### config.mk
export PLATFORM = sky130hd
export DESIGN_NAME = chrono_ctrl_flat
export DESIGN_NICKNAME = d
export VERILOG_FILES = /design/src/rtl/chrono_pkg.sv /design/src/rtl/chrono_ctrl_if.sv /design/src/rtl/chrono_ctrl_btn_debounce.sv /design/src/rtl/chrono_ctrl.sv /design/src/flat_wrapper.sv
export SDC_FILE = /design/constraint.sdc
export NUM_CORES = 1
export LEC_CHECK = 0
export CAP_MARGIN = 0
export CORE_MARGIN = 3
export CORE_UTILIZATION = 25
export DETAILED_ROUTE_END_ITERATION = 7
export HOLD_SLACK_MARGIN = 0.08
export PLACE_DENSITY = 0.5
export SETUP_SLACK_MARGIN = 0.02
export SYNTH_ARGS = -nofsm -noshare
export SYNTH_HDL_FRONTEND = slang
export SYNTH_SLANG_ARGS = --single-unit
### constraint.sdc
create_clock -name clk_100MHz -period 17.6 [get_ports clk_100MHz]
set_input_delay 1.76 -clock clk_100MHz [delete_from_list [all_inputs] [get_ports clk_100MHz]]
set_output_delay 1.76 -clock clk_100MHz [all_outputs]
set_load 0.02 [all_outputs]
### src/rtl/chrono_pkg.sv
// Shared mode encodings, BCD limits and two-digit BCD helpers for chrono_ctrl.
package chrono_pkg;
    typedef enum logic [1:0] {ST_RUN = 2'd0, ST_SET = 2'd1, ST_TIMER = 2'd2} mode_t;

    typedef struct packed {
        logic [3:0] t;
        logic [3:0] o;
    } bcd2_t;

    localparam logic [3:0] HR_T_MAX = 4'd2;
    localparam logic [3:0] HR_O_MAX = 4'd3;
    localparam logic [3:0] MS_T_MAX = 4'd5;
    localparam logic [3:0] MS_O_MAX = 4'd9;

    localparam int B_MODE  = 0;
    localparam int B_START = 1;
    localparam int B_PLACE = 2;
    localparam int B_INC   = 3;

    function automatic bcd2_t bcd_inc(bcd2_t v, logic [3:0] lim_t, logic [3:0] lim_o);
        bcd2_t r;
        if (v.t == lim_t && v.o == lim_o) begin
            r = '0;
        end else if (v.o == 4'd9) begin
            r.t = v.t + 4'd1;
            r.o = 4'd0;
        end else begin
            r.t = v.t;
            r.o = v.o + 4'd1;
        end
        return r;
    endfunction

    // Only meaningful for v != 00; the caller handles the pair borrow.
    function automatic bcd2_t bcd_dec(bcd2_t v);
        bcd2_t r;
        if (v.o == 4'd0) begin
            r.t = v.t - 4'd1;
            r.o = 4'd9;
        end else begin
            r.t = v.t;
            r.o = v.o - 4'd1;
        end
        return r;
    endfunction
endpackage

### src/rtl/chrono_ctrl_if.sv
// Board-side bundle: raw buttons in, mode/place/BCD digits out to the display.
interface chrono_ctrl_if;
    logic       btn_mode;
    logic       btn_place;
    logic       btn_inc;
    logic       btn_start;
    logic [1:0] state;
    logic       tm_state;
    logic       edit_place;
    logic [3:0] ones;
    logic [3:0] tens;
    logic [3:0] hundreds;
    logic [3:0] thousands;
    logic       timer_done;

    modport master (
        output btn_mode, btn_place, btn_inc, btn_start,
        input  state, tm_state, edit_place, ones, tens, hundreds, thousands, timer_done
    );
    modport slave (
        input  btn_mode, btn_place, btn_inc, btn_start,
        output state, tm_state, edit_place, ones, tens, hundreds, thousands, timer_done
    );
endinterface

### src/rtl/chrono_ctrl_btn_debounce.sv
// Two-FF synchronizer plus stability counter; one-cycle pulse per accepted press.
module btn_debounce #(
    parameter int DEBOUNCE_CYCLES = 1_000_000
) (
    input  logic clk,
    input  logic rst,
    input  logic raw,
    output logic pulse
);
    localparam int CW = $clog2(DEBOUNCE_CYCLES + 1);

    logic [1:0]    sync;
    logic          stable;
    logic [CW-1:0] cnt;

    always_ff @(posedge clk or posedge rst) begin
        if (rst) begin
            sync   <= '0;
            stable <= 1'b0;
            cnt    <= '0;
            pulse  <= 1'b0;
        end else begin
            sync  <= {sync[0], raw};
            pulse <= 1'b0;
            // Any return to the accepted level restarts the stability window.
            if (sync[1] == stable) begin
                cnt <= '0;
            end else if (cnt == CW'(DEBOUNCE_CYCLES - 1)) begin
                stable <= sync[1];
                cnt    <= '0;
                pulse  <= sync[1];
            end else begin
                cnt <= cnt + 1'b1;
            end
        end
    end
endmodule

### src/rtl/chrono_ctrl.sv
// Mode FSM, 1 Hz tick, HH:MM:SS clock, MM:SS countdown and registered digit mux.
module chrono_ctrl
    import chrono_pkg::*;
#(
    parameter int SEC_DIV         = 100_000_000,
    parameter int DEBOUNCE_CYCLES = 1_000_000
) (
    input logic          clk_100MHz,
    input logic          reset,
    chrono_ctrl_if.slave bus
);
    localparam int TW = $clog2(SEC_DIV + 1);

    logic [3:0]    raw, pulse;
    logic [TW-1:0] tcnt;
    logic          tick, do_mode, do_start, do_place, do_inc, cnt_dn, dn_zero;
    mode_t         mode;
    logic          tm, ep, done;
    bcd2_t         hh, mm, ss, tmm, tss, tmm_dn, tss_dn, dhi, dlo;

    assign raw = {bus.btn_inc, bus.btn_place, bus.btn_start, bus.btn_mode};

    for (genvar i = 0; i < 4; i++) begin : g_db
        btn_debounce #(.DEBOUNCE_CYCLES(DEBOUNCE_CYCLES)) u_db (
            .clk(clk_100MHz), .rst(reset), .raw(raw[i]), .pulse(pulse[i])
        );
    end

    assign do_mode  = pulse[B_MODE];
    assign do_start = pulse[B_START] & ~do_mode;
    assign do_place = pulse[B_PLACE] & ~do_mode & ~pulse[B_START];
    assign do_inc   = pulse[B_INC] & ~do_mode & ~pulse[B_START] & ~pulse[B_PLACE];
    assign tick     = (tcnt == TW'(SEC_DIV - 1));
    // A start or mode pulse on a tick cycle wins over that tick's decrement.
    assign cnt_dn   = tick && (mode == ST_TIMER) && tm && !do_mode && !do_start;

    always_comb begin
        tss_dn = bcd_dec(tss);
        tmm_dn = tmm;
        if (tss == '0) begin
            tss_dn = {MS_T_MAX, MS_O_MAX};
            tmm_dn = bcd_dec(tmm);
        end
    end
    assign dn_zero = ({tmm_dn, tss_dn} == '0);

    always_ff @(posedge clk_100MHz or posedge reset) begin
        if (reset) begin
            tcnt <= '0;
            mode <= ST_RUN;
            tm   <= 1'b0;
            ep   <= 1'b0;
            done <= 1'b0;
            hh   <= '0;
            mm   <= '0;
            ss   <= '0;
            tmm  <= '0;
            tss  <= '0;
        end else begin
            tcnt <= tick ? '0 : tcnt + 1'b1;
            if (|pulse) done <= 1'b0;
            if (tick && mode != ST_SET) begin
                ss <= bcd_inc(ss, MS_T_MAX, MS_O_MAX);
                if (ss == {MS_T_MAX, MS_O_MAX}) begin
                    mm <= bcd_inc(mm, MS_T_MAX, MS_O_MAX);
                    if (mm == {MS_T_MAX, MS_O_MAX}) hh <= bcd_inc(hh, HR_T_MAX, HR_O_MAX);
                end
            end
            if (do_mode) begin
                ep <= 1'b0;
                tm <= 1'b0;
                case (mode)
                    ST_RUN: mode <= ST_SET;
                    ST_SET: begin
                        mode <= ST_TIMER;
                        ss   <= '0;
                    end
                    default: mode <= ST_RUN;
                endcase
            end else if (do_start) begin
                if (mode == ST_TIMER) begin
                    if (tm) tm <= 1'b0;
                    else if ({tmm, tss} != '0) tm <= 1'b1;
                end
            end else if (do_place) begin
                if (mode == ST_SET || (mode == ST_TIMER && !tm)) ep <= ~ep;
            end else if (do_inc) begin
                if (mode == ST_SET) begin
                    if (ep) hh <= bcd_inc(hh, HR_T_MAX, HR_O_MAX);
                    else    mm <= bcd_inc(mm, MS_T_MAX, MS_O_MAX);
                end else if (mode == ST_TIMER && !tm) begin
                    if (ep) tmm <= bcd_inc(tmm, MS_T_MAX, MS_O_MAX);
                    else    tss <= bcd_inc(tss, MS_T_MAX, MS_O_MAX);
                end
            end
            if (cnt_dn) begin
                tmm <= tmm_dn;
                tss <= tss_dn;
                if (dn_zero) begin
                    done <= 1'b1;
                    tm   <= 1'b0;
                end
            end
        end
    end

    always_ff @(posedge clk_100MHz or posedge reset) begin
        if (reset) begin
            dhi <= '0;
            dlo <= '0;
        end else if (mode == ST_TIMER) begin
            dhi <= tmm;
            dlo <= tss;
        end else begin
            dhi <= hh;
            dlo <= mm;
        end
    end

    assign bus.state      = mode;
    assign bus.tm_state   = tm;
    assign bus.edit_place = ep;
    assign bus.timer_done = done;
    assign bus.thousands  = dhi.t;
    assign bus.hundreds   = dhi.o;
    assign bus.tens       = dlo.t;
    assign bus.ones       = dlo.o;
endmodule
### src/flat_wrapper.sv
// flat-port wrapper written by rule: the top's interface ports become plain ports
module chrono_ctrl_flat import chrono_pkg::*;
#(
    parameter int SEC_DIV         = 100_000_000,
    parameter int DEBOUNCE_CYCLES = 1_000_000
)
  (clk_100MHz, reset, bus_btn_mode, bus_btn_place, bus_btn_inc, bus_btn_start, bus_state, bus_tm_state, bus_edit_place, bus_ones, bus_tens, bus_hundreds, bus_thousands, bus_timer_done);
  chrono_ctrl_if bus_i ();
  input logic clk_100MHz;
  input logic reset;
  input wire logic [$bits(bus_i.btn_mode)-1:0] bus_btn_mode;
  input wire logic [$bits(bus_i.btn_place)-1:0] bus_btn_place;
  input wire logic [$bits(bus_i.btn_inc)-1:0] bus_btn_inc;
  input wire logic [$bits(bus_i.btn_start)-1:0] bus_btn_start;
  output wire logic [$bits(bus_i.state)-1:0] bus_state;
  output wire logic [$bits(bus_i.tm_state)-1:0] bus_tm_state;
  output wire logic [$bits(bus_i.edit_place)-1:0] bus_edit_place;
  output wire logic [$bits(bus_i.ones)-1:0] bus_ones;
  output wire logic [$bits(bus_i.tens)-1:0] bus_tens;
  output wire logic [$bits(bus_i.hundreds)-1:0] bus_hundreds;
  output wire logic [$bits(bus_i.thousands)-1:0] bus_thousands;
  output wire logic [$bits(bus_i.timer_done)-1:0] bus_timer_done;
  assign bus_i.btn_mode = bus_btn_mode;
  assign bus_i.btn_place = bus_btn_place;
  assign bus_i.btn_inc = bus_btn_inc;
  assign bus_i.btn_start = bus_btn_start;
  assign bus_state = bus_i.state;
  assign bus_tm_state = bus_i.tm_state;
  assign bus_edit_place = bus_i.edit_place;
  assign bus_ones = bus_i.ones;
  assign bus_tens = bus_i.tens;
  assign bus_hundreds = bus_i.hundreds;
  assign bus_thousands = bus_i.thousands;
  assign bus_timer_done = bus_i.timer_done;
  chrono_ctrl #(.SEC_DIV(SEC_DIV), .DEBOUNCE_CYCLES(DEBOUNCE_CYCLES)) u_core (.clk_100MHz(clk_100MHz), .reset(reset), .bus(bus_i));
endmodule
== After elaboration in Yosys (flattened, before gate mapping) ==
Cells that the tools add are included.

* Register bits after elaboration: 184
* Output and inout port bits: 21
* Input port bits: 6
* Word-level logic and storage cells: 221

* Add/subtract/negate cells: 19
* Reduce and logical (&&, ||, !) cells: 38
* Equal/unequal tests: 31
* Muxes and demuxes: 84
* Bitwise logic cells: 14

{| class="wikitable"
|+ Operator list
! kind !! count
|-
| 8-bit 2-to-1 mux || 52
|-
| 20-bit 2-to-1 mux || 8
|-
| 20-bit by 1-bit adder with 20-bit output, second input constant || 4
|-
| 20-bit == test, second input constant || 4
|-
| 4-bit by 1-bit adder with 4-bit output, second input constant || 10
|-
| 27-bit by 1-bit adder with 27-bit output, second input constant || 1
|-
| 27-bit == test, second input constant || 1
|-
| 27-bit 2-to-1 mux || 1
|-
| 1-bit 2-to-1 mux || 22
|-
| 4-bit == test, second input constant || 5
|-
| 4-bit by 3-bit == test with 1-bit output, second input constant || 4
|-
| 8-bit by 7-bit == test with 1-bit output, second input constant || 2
|-
| 16-bit logical NOT || 1
|-
| 8-bit AND reduction || 2
|-
| 16-bit nonzero test || 1
|-
| 4-bit by 1-bit subtractor with 4-bit output, second input constant || 4
|-
| 7-bit AND reduction || 2
|-
| 1-bit logical AND || 11
|-
| 2-bit nonzero test || 5
|-
| 4-bit by 2-bit == test with 1-bit output, second input constant || 2
|-
| 4-bit logical NOT || 2
|-
| 8-bit logical NOT || 1
|-
| 2-bit by 1-bit inequality test with 1-bit output, second input constant || 4
|-
| 1-bit inverter || 8
|-
| other kinds (13) || 29
|}

== Longest topological paths before layout ==
* Depth after elaboration: 12
* Gate-level depth with buffers: 9
* Mapped depth without buffers: 7

== By module ==
From an unflattened synthesis, not the netlist that was laid out.

* Cells, all modules: 982
* Area, all modules: 9984.6 um^2

{| class="wikitable"
|+ By module, submodules not included
! module !! sequential area each (um^2) !! cells an instance !! instances !! area each (um^2)
|-
| chrono_ctrl || 2202.1 || 550 || 1 || 5230.0
|-
| btn_debounce || 600.6 || 108 || 4 || 1188.6
|}

== Worst setup path after synthesis ==
Ideal clock, no wire load.

* Path kind: register -> register
* Start: register u_core.tcnt[0]
* End: register u_core.hh[2] (netlist name)
* Arrival time: 2227 ps
* Buffers on the path: 1
* Cell stages (with the launch flop): 8
* Required time: 17475 ps
* Setup slack: 15249 ps
* Path through: dfrtp_1 > ha_1 > nand3_1 > or3_1 > or4_1 > buf_2 > a21boi_1 > mux2_2

* Longest elaborated chain between the ends: 9

{| class="wikitable"
|+ RTL lines
! element !! RTL line !! source
|-
| from (decl) || chrono_ctrl.sv:15 || <nowiki>logic [TW-1:0] tcnt;</nowiki>
|-
| from (signal assigned) || chrono_ctrl.sv:60 || <nowiki>tcnt <= tick ? '0 : tcnt + 1'b1;</nowiki>
|-
| 27-bit == test * || chrono_ctrl.sv:33 || <nowiki>assign tick = (tcnt == TW'(SEC_DIV - 1));</nowiki>
|-
| 1-bit logical AND * || chrono_ctrl.sv:62 || <nowiki>if (tick && mode != ST_SET) begin</nowiki>
|-
| 8-bit 2-to-1 mux * || chrono_ctrl.sv:62 ||
|-
| 8-bit 2-to-1 mux || chrono_ctrl.sv:89 || <nowiki>if (ep) hh <= bcd_inc(hh, HR_T_MAX, HR_O_MAX);</nowiki>
|-
| 8-bit 2-to-1 mux || chrono_ctrl.sv:88 || <nowiki>if (mode == ST_SET) begin</nowiki>
|-
| 8-bit 2-to-1 mux || chrono_ctrl.sv:87 || <nowiki>end else if (do_inc) begin</nowiki>
|-
| 8-bit 2-to-1 mux || chrono_ctrl.sv:85 || <nowiki>end else if (do_place) begin</nowiki>
|-
| 8-bit 2-to-1 mux || chrono_ctrl.sv:80 || <nowiki>end else if (do_start) begin</nowiki>
|-
| 8-bit 2-to-1 mux * || chrono_ctrl.sv:69 || <nowiki>if (do_mode) begin</nowiki>
|-
| to (signal assigned) || chrono_ctrl.sv:66 || <nowiki>if (mm == {MS_T_MAX, MS_O_MAX}) hh <= bcd_inc(hh, HR_T_MAX, HR_O_MAX);</nowiki>
|-
| to (signal assigned) || chrono_ctrl.sv:89 ||
|-
| to (decl) || chrono_ctrl.sv:19 || <nowiki>bcd2_t hh, mm, ss, tmm, tss, tmm_dn, tss_dn, dhi, dlo;</nowiki>
|}

Every way passes the cells marked *; elsewhere a longest branch is shown, timed or not.
A chain may end at the register's enable or synchronous reset.

== Worst setup path in the final report ==
* Start: register u_core.ep, in the netlist u_core.bus.edit_place
* End: output bus_edit_place

{| class="wikitable"
|+ RTL lines
! element !! RTL line !! source
|-
| from (decl) || chrono_ctrl.sv:18 || <nowiki>logic tm, ep, done;</nowiki>
|-
| from (signal assigned) || chrono_ctrl.sv:86 || <nowiki>if (mode == ST_SET || (mode == ST_TIMER && !tm)) ep <= ~ep;</nowiki>
|-
| to (decl) || flat_wrapper.sv:17 || <nowiki>output wire logic [$bits(bus_i.edit_place)-1:0] bus_edit_place;</nowiki>
|}

No word-level cell between the ends.

==> reports/qor.txt <==
Crit path max-delay family: buffers and inverters
pwr dens: 74.99 nW/µm²
GRT Total Usage: 10.29%
die height: 201.1 µm
number of fill cells: 3879
Finish-stage setup viols: 0
maximum clock rate: 286.4 MHz
RD Place Congestion: 0.7586
clk slew on worst S/H paths: 0.07 ns
status: finished, final reports clean
CTS max path bufs: 2
dominant cells by area after synthesis: dfrtp_1 48%, nor2_1 5.2%, xor2_1 4.5%
# resized after CTS: 0
largest net degree at the start of global routing: 119
global-route wire length before repair: 34980 µm
grt ovf: 0
crit end category: output port
Layout Nets: 1018
Die ar.: 40440 µm²
Reg2Reg Depth: 5
CTS tree: built
type of the worst min-delay path: flop to flop
final setup TNS: 0 ns
Avg Cell Area, Syn: 9.903 µm²
combinational family with the most area after synthesis: simple AND/OR/NAND/NOR gates
Max Used Layer: met4
Mapped Area: 9517 µm²
Compound-Gate Fraction of Synth Area: 8.980%
M1 WL: 10260 µm
CTS buffer count: 17
WP data arrival: 1.73 ns
post-detail-place hpwl: 13670 µm
r2r setup slk: 14.54 ns
Slowest-stage cell, CP: clkdlybuf4s50_1
r2r startpoint: u_core.bus.state[1]
via density per instance: 4.564
Area growth syn-to-layout: 14.53%
Adder-Cell Fraction of Synth Area: 3.944%
most frequent cells after synthesis: 184 x dfrtp_1, 133 x nor2_1, 69 x nand2_1, 49 x xor2_1, 48 x xnor2_1
WHS Path Cells: 0
clk sinks: 184
Clk Latency, worst-skew pair: 0.43 ns
worst path cell trace: clkdlybuf4s50_1
Total Wirelength: 20020 µm
Residual DRC: 0
Clock Skew: 0.008444 ns
Die Wd: 201.1 µm
CP required: 15.84 ns
top-area cell type share of the netlist area: 48.38%
number of global-route vias before repair: 6853
worst hold start: u_core.g_db[1].u_db.sync[0]
Max VDD drop: 71.16 µV
main flop type after synthesis: dfrtp_1
hold_buf cts: 0
CP Launch Type: flop
Final Hold Viols: 0
port buffer count: 26
Synth Net Count: 997
DR pass1 iterations: 4
RSZ-0062 raised after global routing: false
share of cells above drive strength 1: 7.739%
post-synthesis sequential element count: 184
antenna-violating nets left: 0
initial drt markers: 349
Slew HR: 24.23%
minimum clock period: 3.492 ns
Async SR Flop Fraction: 100.0%
leakage power: 4.596 nW
post-synthesis mux area share: 2.669%
vias: 6842
Ys Warns: 0
Synth cell types: 68
drt wl/cell: 13.35 µm
hold_ws: 0.3547 ns
Core Rows: 70
effective utilization at floorplan: 25.69%
R2R Path End: u_core.bus.tm_state
core box area: 37050 µm²
Post-CTS Repair Setup Buffers: 0
routed length on met3: 558 µm
Worst Tran Pin Value: 1.131 ns
Final Max Tran Viols: 0
Post-Synth Simple-Gate Area: 24.64%
diodes inserted: 0
Post-synth EDFFs: 0
worst-path fanout max: 12
clk root buf: clkbuf_16
buffer and inverter count on the worst path: 1
Max Cap Viol: 0
depth of the CTS H-tree: 4
Max stage delay on crit path: 0.69 ns
register area share after synthesis: 48.38%
largest area contributor in the synthesized netlist: dfrtp_1
initial antenna violation count: 0
Post-Syn Instances: 961
IO Count: 27
Tcrit/Tclk final: 19.84%
WHS Endpoint: u_core.g_db[1].u_db.sync[1]
Crit Path Class: flop to output port
Met2 Wirelength: 8936 µm
post-synthesis xor/xnor area fraction: 8.927%
most common cell in the netlist: dfrtp_1
## flip-flops by register name, summed over array words and instances, names as in the netlist, 8 cells and up
name / flops
u_core.ss: 8
u_core.tcnt: 27
u_core.mm: 8
u_core.hh: 8
u_core.tmm: 8
u_core.g_db.u_db.sync: 8
u_core.tss: 8
u_core.g_db.u_db.cnt: 80
## power breakdown
| part | total (mW) | switching [mW] | internal [mW] |
|---|---|---|---|
| combinational | 0.0172 | 0.0133 | 0.00391 |
| sequential | 0.429 | 0.00287 | 0.426 |
| clock | 0.371 | 0.168 | 0.203 |
## metal layers
layer  up-vias  global-route usage, %
li1       3446                      -
met5         -                      0
met4         0                  3.187
met2        71                  15.27
met1      3306                  14.91
met3        19                  2.297
## worst reg2reg max path, cell delays in order, from the launching register on
cell and delay [ns]:
dfrtp_1 0.47, nor2b_2 0.95, nand3_1 0.25, nor3_1 0.61, o311ai_0 0.40, o21a_1 0.27
## cell families (layout without fill, tap and decap cells)
group           after synthesis  after routing
compound gates              127            127
buf+inv                      61             95
simple gates                439            439
mux                          23             23
fa+ha+maj                    30             30
flops                       184            184
xor+xnor                     97             97
## final cells by class
| cell class | count | area (µm²) | area share, % |
|---|---|---|---|
| multi-input combinational | 716 | 4686 | 42.99 |
| sequential | 184 | 4604 | 42.25 |
| tap | 504 | 630.6 | 5.786 |
| clock buffer | 22 | 464.2 | 4.259 |
| timing repair buffer | 30 | 290.3 | 2.663 |
| inverter | 33 | 131.4 | 1.205 |
| clock inverter | 10 | 92.59 | 0.8495 |
## stage by stage
stage / worst slack, ns / area, µm² / util (%) / instances / power, mW
global route: 13.94 / 10900 / 29.42 / 1499 / 0.8544
floorplan: 10.84 / 9517 / - / 961 / 0.4487
detailed placement: 13.70 / 10340 / 27.92 / 1467 / 0.4553
CTS: 14.09 / 10900 / 29.42 / 1499 / 0.8319
global placement: 13.70 / 10340 / 27.92 / 1467 / 0.4549
finish: 14.11 / 10900 / 29.42 / 1499 / 0.8173
## how the worst max path moves through the flow
stage	startpoint	endpoint	slack [ns]	cells past startpoint
floorplan	reset	u_core.bus.edit_place	10.84	1
global placement	reset	u_core.ss[7]	13.70	3
CTS	u_core.bus.edit_place	bus_edit_place	14.09	1
global route	reset	u_core.tcnt[5]	13.94	3
detailed placement	reset	u_core.bus.ones[2]	13.70	3
finish	u_core.bus.edit_place	bus_edit_place	14.11	1
## placed cells by master, fill, tap and decap left out, types with 10 or more instances in the layout
| cell type | Yosys | layout |
|---|---|---|
| nand2_1 | 69 | 69 |
| and2_1 | 14 | 14 |
| inv_1 | 33 | 32 |
| o31ai_1 | 10 | 10 |
| xnor2_1 | 48 | 48 |
| nand4_1 | 26 | 26 |
| ha_1 | 30 | 30 |
| nor2_1 | 133 | 133 |
| dfrtp_1 | 184 | 184 |
| and4_1 | 15 | 15 |
| xor2_1 | 49 | 49 |
| mux2_2 | 19 | 19 |
| nor3_1 | 27 | 26 |
| nand3_1 | 45 | 45 |
| o21ai_0 | 38 | 38 |
| a21oi_1 | 22 | 22 |
| clkdlybuf4s50_1 | 0 | 26 |
| and3_1 | 22 | 22 |
| nor4_1 | 11 | 11 |
| clkbuf_16 | 0 | 17 |
(Power assumes the default switching activity.)
